### src/rtl/operand_bank_loader.sv
// Operand store for the systolic engine: NUM_BANKS banks of wide lines, written and read
// one host word at a time, read by the engine a line at a time, plus a go/finish run sequencer.
module operand_bank_loader #(
  parameter int DATA_W    = 32,
  parameter int LINE_W    = 128,
  parameter int NUM_BANKS = 2,
  parameter int DEPTH     = 16,
  parameter int ADDR_W    = $clog2(DEPTH * (LINE_W / DATA_W)),
  parameter int LADDR_W   = $clog2(DEPTH),
  parameter int BSEL_W    = (NUM_BANKS > 1) ? $clog2(NUM_BANKS) : 1
) (
  input  logic               clk,
  input  logic               reset,
  input  logic               wready_q,
  input  logic [ADDR_W-1:0]  write_addr,
  input  logic [DATA_W-1:0]  hello_world_q,
  input  logic [BSEL_W-1:0]  bank_sel,
  input  logic               arvalid,
  input  logic [ADDR_W-1:0]  read_addr,
  output logic [DATA_W-1:0]  ram_data,
  output logic               rvalid,
  input  logic               go,
  output logic               eng_start,
  input  logic               eng_done,
  input  logic               eng_rd_en,
  input  logic [BSEL_W-1:0]  eng_bank,
  input  logic [LADDR_W-1:0] eng_addr,
  output logic [LINE_W-1:0]  eng_line,
  output logic               eng_line_valid,
  output logic               busy,
  output logic               finish,
  output logic               err,
  output logic [1:0]         dbg_state
);

  localparam int WORDS     = LINE_W / DATA_W;
  localparam int LANE_BITS = $clog2(WORDS);

  typedef enum logic [1:0] {
    S_IDLE  = 2'd0,
    S_START = 2'd1,
    S_RUN   = 2'd2,
    S_DONE  = 2'd3
  } state_e;

  // Handshake: wready_q, arvalid, eng_rd_en and go are single-cycle strobes with no
  // back-pressure; every read strobe is answered exactly one cycle later by a one-cycle
  // valid pulse (rvalid / eng_line_valid), even when the access itself is rejected.

  logic [LINE_W-1:0] mem_q [NUM_BANKS][DEPTH];

  state_e              state_q;
  logic                eng_start_q;
  logic                busy_q;
  logic                finish_q;
  logic                err_q;
  logic [DATA_W-1:0]   ram_data_q;
  logic                rvalid_q;
  logic [LINE_W-1:0]   eng_line_q;
  logic                eng_line_valid_q;

  logic [LADDR_W-1:0]  wr_line;
  logic [LADDR_W-1:0]  rd_line;
  int                  wr_lane;
  int                  rd_lane;
  logic                host_bank_ok;
  logic                eng_bank_ok;
  logic                wr_locked;
  logic                wr_accept;
  logic                go_accept;
  logic                err_set;
  logic [DATA_W-1:0]   rd_word_d;
  logic [LINE_W-1:0]   eng_word_d;

  assign wr_line = LADDR_W'(write_addr >> LANE_BITS);
  assign rd_line = LADDR_W'(read_addr >> LANE_BITS);
  assign wr_lane = int'(write_addr) % WORDS;
  assign rd_lane = int'(read_addr) % WORDS;

  assign host_bank_ok = int'(bank_sel) < NUM_BANKS;
  assign eng_bank_ok  = int'(eng_bank) < NUM_BANKS;
  assign wr_locked    = (state_q == S_START) || (state_q == S_RUN);
  assign wr_accept    = wready_q && !wr_locked && host_bank_ok;
  assign go_accept    = go && (state_q == S_IDLE);
  assign err_set      = (wready_q && (wr_locked || !host_bank_ok))
                      || (arvalid && !host_bank_ok)
                      || (eng_rd_en && !eng_bank_ok);

  always_comb begin
    rd_word_d = '0;
    if (host_bank_ok) begin
      for (int k = 0; k < WORDS; k++) begin
        if (rd_lane == k) rd_word_d = mem_q[bank_sel][rd_line][k*DATA_W +: DATA_W];
      end
    end
  end

  always_comb begin
    eng_word_d = '0;
    if (eng_bank_ok) eng_word_d = mem_q[eng_bank][eng_addr];
  end

  // Lane-granular write; reads sample the array before this edge's update, giving read-before-write.
  always_ff @(posedge clk) begin
    if (wr_accept) begin
      for (int k = 0; k < WORDS; k++) begin
        if (wr_lane == k) mem_q[bank_sel][wr_line][k*DATA_W +: DATA_W] <= hello_world_q;
      end
    end
  end

  always_ff @(posedge clk or negedge reset) begin
    if (!reset) begin
      ram_data_q       <= '0;
      rvalid_q         <= 1'b0;
      eng_line_q       <= '0;
      eng_line_valid_q <= 1'b0;
    end else begin
      rvalid_q         <= arvalid;
      eng_line_valid_q <= eng_rd_en;
      if (arvalid)   ram_data_q <= rd_word_d;
      if (eng_rd_en) eng_line_q <= eng_word_d;
    end
  end

  always_ff @(posedge clk or negedge reset) begin
    if (!reset) begin
      state_q     <= S_IDLE;
      eng_start_q <= 1'b0;
      busy_q      <= 1'b0;
      finish_q    <= 1'b0;
      err_q       <= 1'b0;
    end else begin
      if (err_set)        err_q <= 1'b1;
      else if (go_accept) err_q <= 1'b0;

      case (state_q)
        S_IDLE: begin
          finish_q <= 1'b0;
          if (go) begin
            state_q     <= S_START;
            eng_start_q <= 1'b1;
            busy_q      <= 1'b1;
          end
        end
        S_START: begin
          state_q     <= S_RUN;
          eng_start_q <= 1'b0;
        end
        S_RUN: begin
          if (eng_done) begin
            state_q  <= S_DONE;
            busy_q   <= 1'b0;
            finish_q <= 1'b1;
          end
        end
        S_DONE: begin
          state_q  <= S_IDLE;
          finish_q <= 1'b0;
        end
        default: begin
          state_q     <= S_IDLE;
          eng_start_q <= 1'b0;
          busy_q      <= 1'b0;
          finish_q    <= 1'b0;
        end
      endcase
    end
  end

  assign ram_data       = ram_data_q;
  assign rvalid         = rvalid_q;
  assign eng_line       = eng_line_q;
  assign eng_line_valid = eng_line_valid_q;
  assign eng_start      = eng_start_q;
  assign busy           = busy_q;
  assign finish         = finish_q;
  assign err            = err_q;
  assign dbg_state      = state_q;

endmodule

### config.mk
export PLATFORM = sky130hd
export DESIGN_NAME = operand_bank_loader
export DESIGN_NICKNAME = d
export VERILOG_FILES = /design/src/rtl/operand_bank_loader.sv
export SDC_FILE = /design/constraint.sdc
export NUM_CORES = 2
export LEC_CHECK = 0
export CAP_MARGIN = 10
export CORE_UTILIZATION = 50
export DETAILED_ROUTE_END_ITERATION = 10
export PLACE_DENSITY = 0.66
export SLEW_MARGIN = 20
export SYNTH_ARGS = -nofsm -noshare
export SYNTH_HDL_FRONTEND = slang
export SYNTH_SLANG_ARGS = --single-unit
### constraint.sdc
create_clock -name clk -period 7.5 [get_ports clk]
set_input_delay 1.125 -clock clk [delete_from_list [all_inputs] [get_ports clk]]
set_output_delay 1.125 -clock clk [all_outputs]
set_load 0.01 [all_outputs]
# After elaboration in Yosys (flattened, before gate mapping)
# Memory sizes are Yosys's and may differ from the RTL's.
# Index checks and enable logic that the tools add are counted.
[totals]
reg_bits = 168
ramBits = 4096
in_bits = 57
output_inout_bits = 168
elab_cells = 12375
n_memories = 1
[memory_table]
columns = ["name", "words", "width", "rd", "rd_clocked_by_memory_dff", "write_ports", "line", "text"]
rows = [
  ["mem_q", 2, 2048, 2, 0, 1, "50", "logic [LINE_W-1:0] mem_q [NUM_BANKS][DEPTH];"],
]
[op_classes]
n_lt_le_gt_ge = 4
n_eq_ne = 11
n_mux = 6185
bitwise = 6147
n_reduce_logical = 18
[op_table]
columns = ["op", "n"]
rows = [
  ["$mux 2048", 4],
  ["$mux 1", 6157],
  ["$or 1x1->1", 6144],
  ["$demux 128 s4", 4],
  ["$bmux 128 s4", 2],
  ["$mux 128", 5],
  ["$mux 32", 5],
  ["$mux 96", 1],
  ["$logic_not 32->1", 2],
  ["$mux 64", 1],
  ["$ge 5x5->1 const B", 3],
  ["$not 4->5", 3],
  ["$eq 2x2->1 const B", 6],
  ["$pmux 2 s4", 1],
  ["$reduce_bool 2->1", 4],
  ["$eq 2x1->1 const B", 3],
  ["$pmux 1 s2", 3],
  ["$reduce_and 2->1", 3],
  ["$lt 5x1->1 const B", 1],
  ["$logic_and 1x1->1", 4],
  ["$mux 2", 2],
  ["$ne 2x2->1 const B", 2],
  ["$reduce_and 3->1", 1],
  ["$logic_not 2->1", 1],
  ["other kinds (3)", 3],
]

# Logic depth before layout (Yosys ltp)
[depth]
ltp_word = 9
ltp_mapped = 10
mapped_depth_nobuf = 6

# Worst setup path after synthesis
# No wires, ideal clock.
[synth_timing]
path_type = "input-to-reg"
from = "input bank_sel"
to = "memory mem_q[0][192] (netlist name), enable pin"
setup_time_ns = 0.421
arrival_ns = 4.071
t_required_ns = 7.079
slack_ns = 3.008
cell_stages = 9
path_buffers = 6
path_cell_list = "buf_4 buf_4 buf_4 buf_4 buf_4 nor3_1 nand3_1 clkbuf_1 nor2_1"
[synth_lines]
columns = ["item", "line", "text"]
rows = [
  ["start: declaration", "17", "input logic [BSEL_W-1:0] bank_sel,"],
  ["end: declaration", "50", ""],
]
# Straight into the memory's write port.

# Worst setup path after layout
[layout_timing]
from = "input read_addr[1]"
to = "register ram_data_q[26], in the netlist ram_data[26]"
[layout_between]
elab_chain_cells = 5
word_cells_on_any_way = 8
cone_classes = "3 x eq/ne; 4 x mux; 1 x reduce/logical"
[layout_lines]
columns = ["item", "line", "text"]
rows = [
  ["start: declaration", "19", "input logic [ADDR_W-1:0] read_addr,"],
  ["$logic_not 32->1", "93", "if (rd_lane == k) rd_word_d = mem_q[bank_sel][rd_line][k*DATA_W +: DATA_W];"],
  ["$mux 32 (3 in series)", "93", ""],
  ["$mux 32 *", "93", ""],
  ["end signal: assignment", "121", "if (arvalid) ram_data_q <= rd_word_d;"],
  ["end: declaration", "57", "logic [DATA_W-1:0] ram_data_q;"],
]
# Mark *: on every way between the ends. The rest lies on a longest branch, timed or not.
# A chain may end at the register's enable or synchronous reset.

==> qor.yml <==
status: "finished, final reports clean"
post-place-ws_ns: 1.74
worstPathMaxFanout: 32
grt_busiest_layer: "met2"
holdWs_ns: 0.506
critPathKind: "in -> reg"
gr-total-overflow: 0
place_inst: 14300
cp_slowest_cell: "clkdlybuf4s50_1"
startpoint_type: "primary input"
drv_cap: 0
dpl_cell_area_sq_um: 204000
post_drt_wl_per_cell_um: 42.8
cts.clk_slew.worst_paths_ns: 0.06
yosys.area.top_type_share: 0.635
synthDistinctLibCells: 52
routed_wl_mm: 647
worst_ep_required_time_ns: 8.47
slew_headroom: 0.148
syn_inst: 9180
htree_levels: 5
multiInputGateArea_sq_um: 64700
area_growth_pct: 13.3
finalCriticalPeriod_ns: 4.79
die_area_sq_um: 390000
grt_use_met3: 0.100
avgSynthCellArea_sq_um: 21.1
ir_drop_mv: 0.238
worstHoldPathType: "reg -> reg"
die_h_um: 625
tritoncts: "done"
ys_async_sr_fraction: 0.0394
syn_nets: 9240
cts_buffers: 446
clock.fmax_ghz: 0.209
vias: 110000
drive_gt1_frac: 0.366
final.setup_skew_ns: 0.0603
grt_pass1_wl_mm: 893
slowest_delay_ns: 1.13
timing.final.hold_violations: 0
fp.dieW_um: 625
grt_use_met1: 0.453
antenna_found_initial: 55
grt_pass1_vias: 110000
postCtsSetupBuffers: 0
cellLeakagePower_nw: 69.3
synth_flop_cell: "edfxtp_1"
initial_utilization: 0.502
period_share: 0.639
grt_use_total: 0.331
ff_latch_area_sq_um: 127000
cts.sinks: 4264
finalNonFillerCells: 15100
antenna_left: 0
yosysSeqAreaShare: 0.656
ioPinCount: 225
hold_buffers: 1
worstMarginPinSlew_ns: 1.27
rsz0062_at_grt: "no"
synth.area.top_cells: "edfxtp_1, mux4_2, mux2i_1"
dr.pass1.iters: 6
synth_edf_count: 4096
dp_hpwl_mm: 397
use_met2: 0.490
crit_family: "simple AND/OR/NAND/NOR gates"
grt_max_degree: 110
utilization: 0.569
cts_resized: 0
path_cells: "clkdlybuf4s50_1 -> nor3b_1 -> nand2_2 -> nor2_1 -> a2111oi_2 -> buf_2 -> a21boi_1 -> a41o_1"
rows: 228
fin_ws_ns: 2.71
cts_buffer_depth: 4
clock_latency_ns: 1.06
design_area_sq_um: 220000
synth_largest_area_cell: "edfxtp_1"
fin_nets: 9621
syn-cell-area_sq_um: 194000
yosys_warnings: 0
ys_seq_elements: 4264
globalplace.congestion: 0.890
drt_iter0_drc: 17200
routed_via_density: 7.25
worstSetupEndpointType: "flop"
route.detailed.drc: 0
port_buffers: 224
setup-violations-final: 0
p_per_area_nw_per_um2: 248
worst-path-buf-inv: 2
slew_violations: 0
fillers: 28100
core_sq_um: 386000
cts_root_buf: "clkbuf_16"
critPathArrivalTime_ns: 5.77
r2r_slack_ns: 3.30
==> cell families after synthesis <==
kind of cell / Yosys count / synth area share
adder cells (fa/ha/maj): 3 / 0.000194
AO/OA/AOI/OAI: 713 / 0.0254
buffers and inverters: 727 / 0.0175
flip-flops: 4264 / 0.656
AND/OR/NAND/NOR: 591 / 0.0132
multiplexers: 2882 / 0.287
==> layer usage <==
metal	wire length (um)	vias up
li1	-	41100
met3	87700	1390
met5	184	-
met1	231000	59000
met2	291000	8191
met4	37200	28
==> where the power goes <==
part	switching (mW)	internal [mW]
logic	2.99	1.92
clock network	9.74	13.2
registers	0.225	26.3
total	13.0	41.5
==> final cells by class <==
type                       instances  share of cell area
sequential                      4264               0.579
timing repair buffer             654              0.0283
inverter                           6            0.000103
clock buffer                     554              0.0537
multi-input combinational       4189               0.295
antenna                           16            0.000182
clock inverter                   272              0.0144
tap                             5175              0.0295
==> registers in the layout (all words and copies together), names as in the netlist <==
signal / cells
rvalid: 1
busy: 1
finish: 1
mem_q: 4096
dbg_state: 2
eng_line_valid: 1
err: 1
ram_data: 32
eng_start: 1
eng_line: 128
==> Yosys cell counts, types with 8 or more instances <==
library cell / count
o41ai_1: 23
a22oi_1: 11
o22ai_1: 203
a22o_1: 40
mux2_2: 127
a221oi_1: 54
a21oi_1: 158
a31o_1: 19
a2111oi_0: 58
a31oi_1: 9
buf_2: 252
nor2_1: 397
nor2b_1: 42
mux2i_1: 624
or2_2: 10
nand2b_1: 12
nand3_1: 11
a21boi_1: 8
buf_6: 8
clkbuf_1: 312
edfxtp_1: 4096
o21ai_0: 15
nor3_1: 56
nor4_1: 8
buf_1: 70
buf_4: 79
nand2_1: 32
mux4_2: 2131
dfrtp_1: 168
a211oi_1: 86
==> cell usage in the layout, fill, tap and decap left out, types with 9 or more instances in the layout <==
cell type,count
a211oi_2,15
a22oi_1,11
nor2_1,268
mux4_2,2131
a31oi_1,9
a31o_1,19
o22ai_1,193
inv_16,11
nand2_1,25
mux2_2,127
clkinv_1,78
buf_4,399
a2111oi_0,19
o22ai_2,10
a211oi_1,71
dfrtp_1,168
nor2_4,129
clkinvlp_4,18
a2111oi_2,28
diode_2,16
a21oi_1,157
o41ai_1,23
clkinv_2,83
clkbuf_1,87
clkdlybuf4s50_1,180
a221oi_1,52
a22o_1,40
nor2b_1,40
clkbuf_8,19
bufinv_16,60
o21ai_1,13
clkbuf_16,448
a2111oi_1,12
buf_12,53
edfxtp_1,4096
nor3_1,48
or2_2,10
mux2i_1,623
buf_8,9
==> per-stage QoR <==
stage	power, mW	TNS (ns)
global placement	31.8	-0.283
CTS	54.5	0
global route	55.6	0
detailed placement	31.9	0
floorplan	29.5	0
finish	54.4	0
==> worst paths after layout <==
kind                                    from             to  cells past startpoint
max in group asynchronous              reset  eng_line[101]                      3
worst min register to register           err            err                      1
worst min-delay path                     err            err                      1
worst max register to register  dbg_state[0]  mem_q[0][454]                      7
min in group asynchronous              reset   eng_line[44]                      2
worst max-delay path            read_addr[1]   ram_data[26]                      8
No activity file was read; power rests on OpenSTA's default activity.
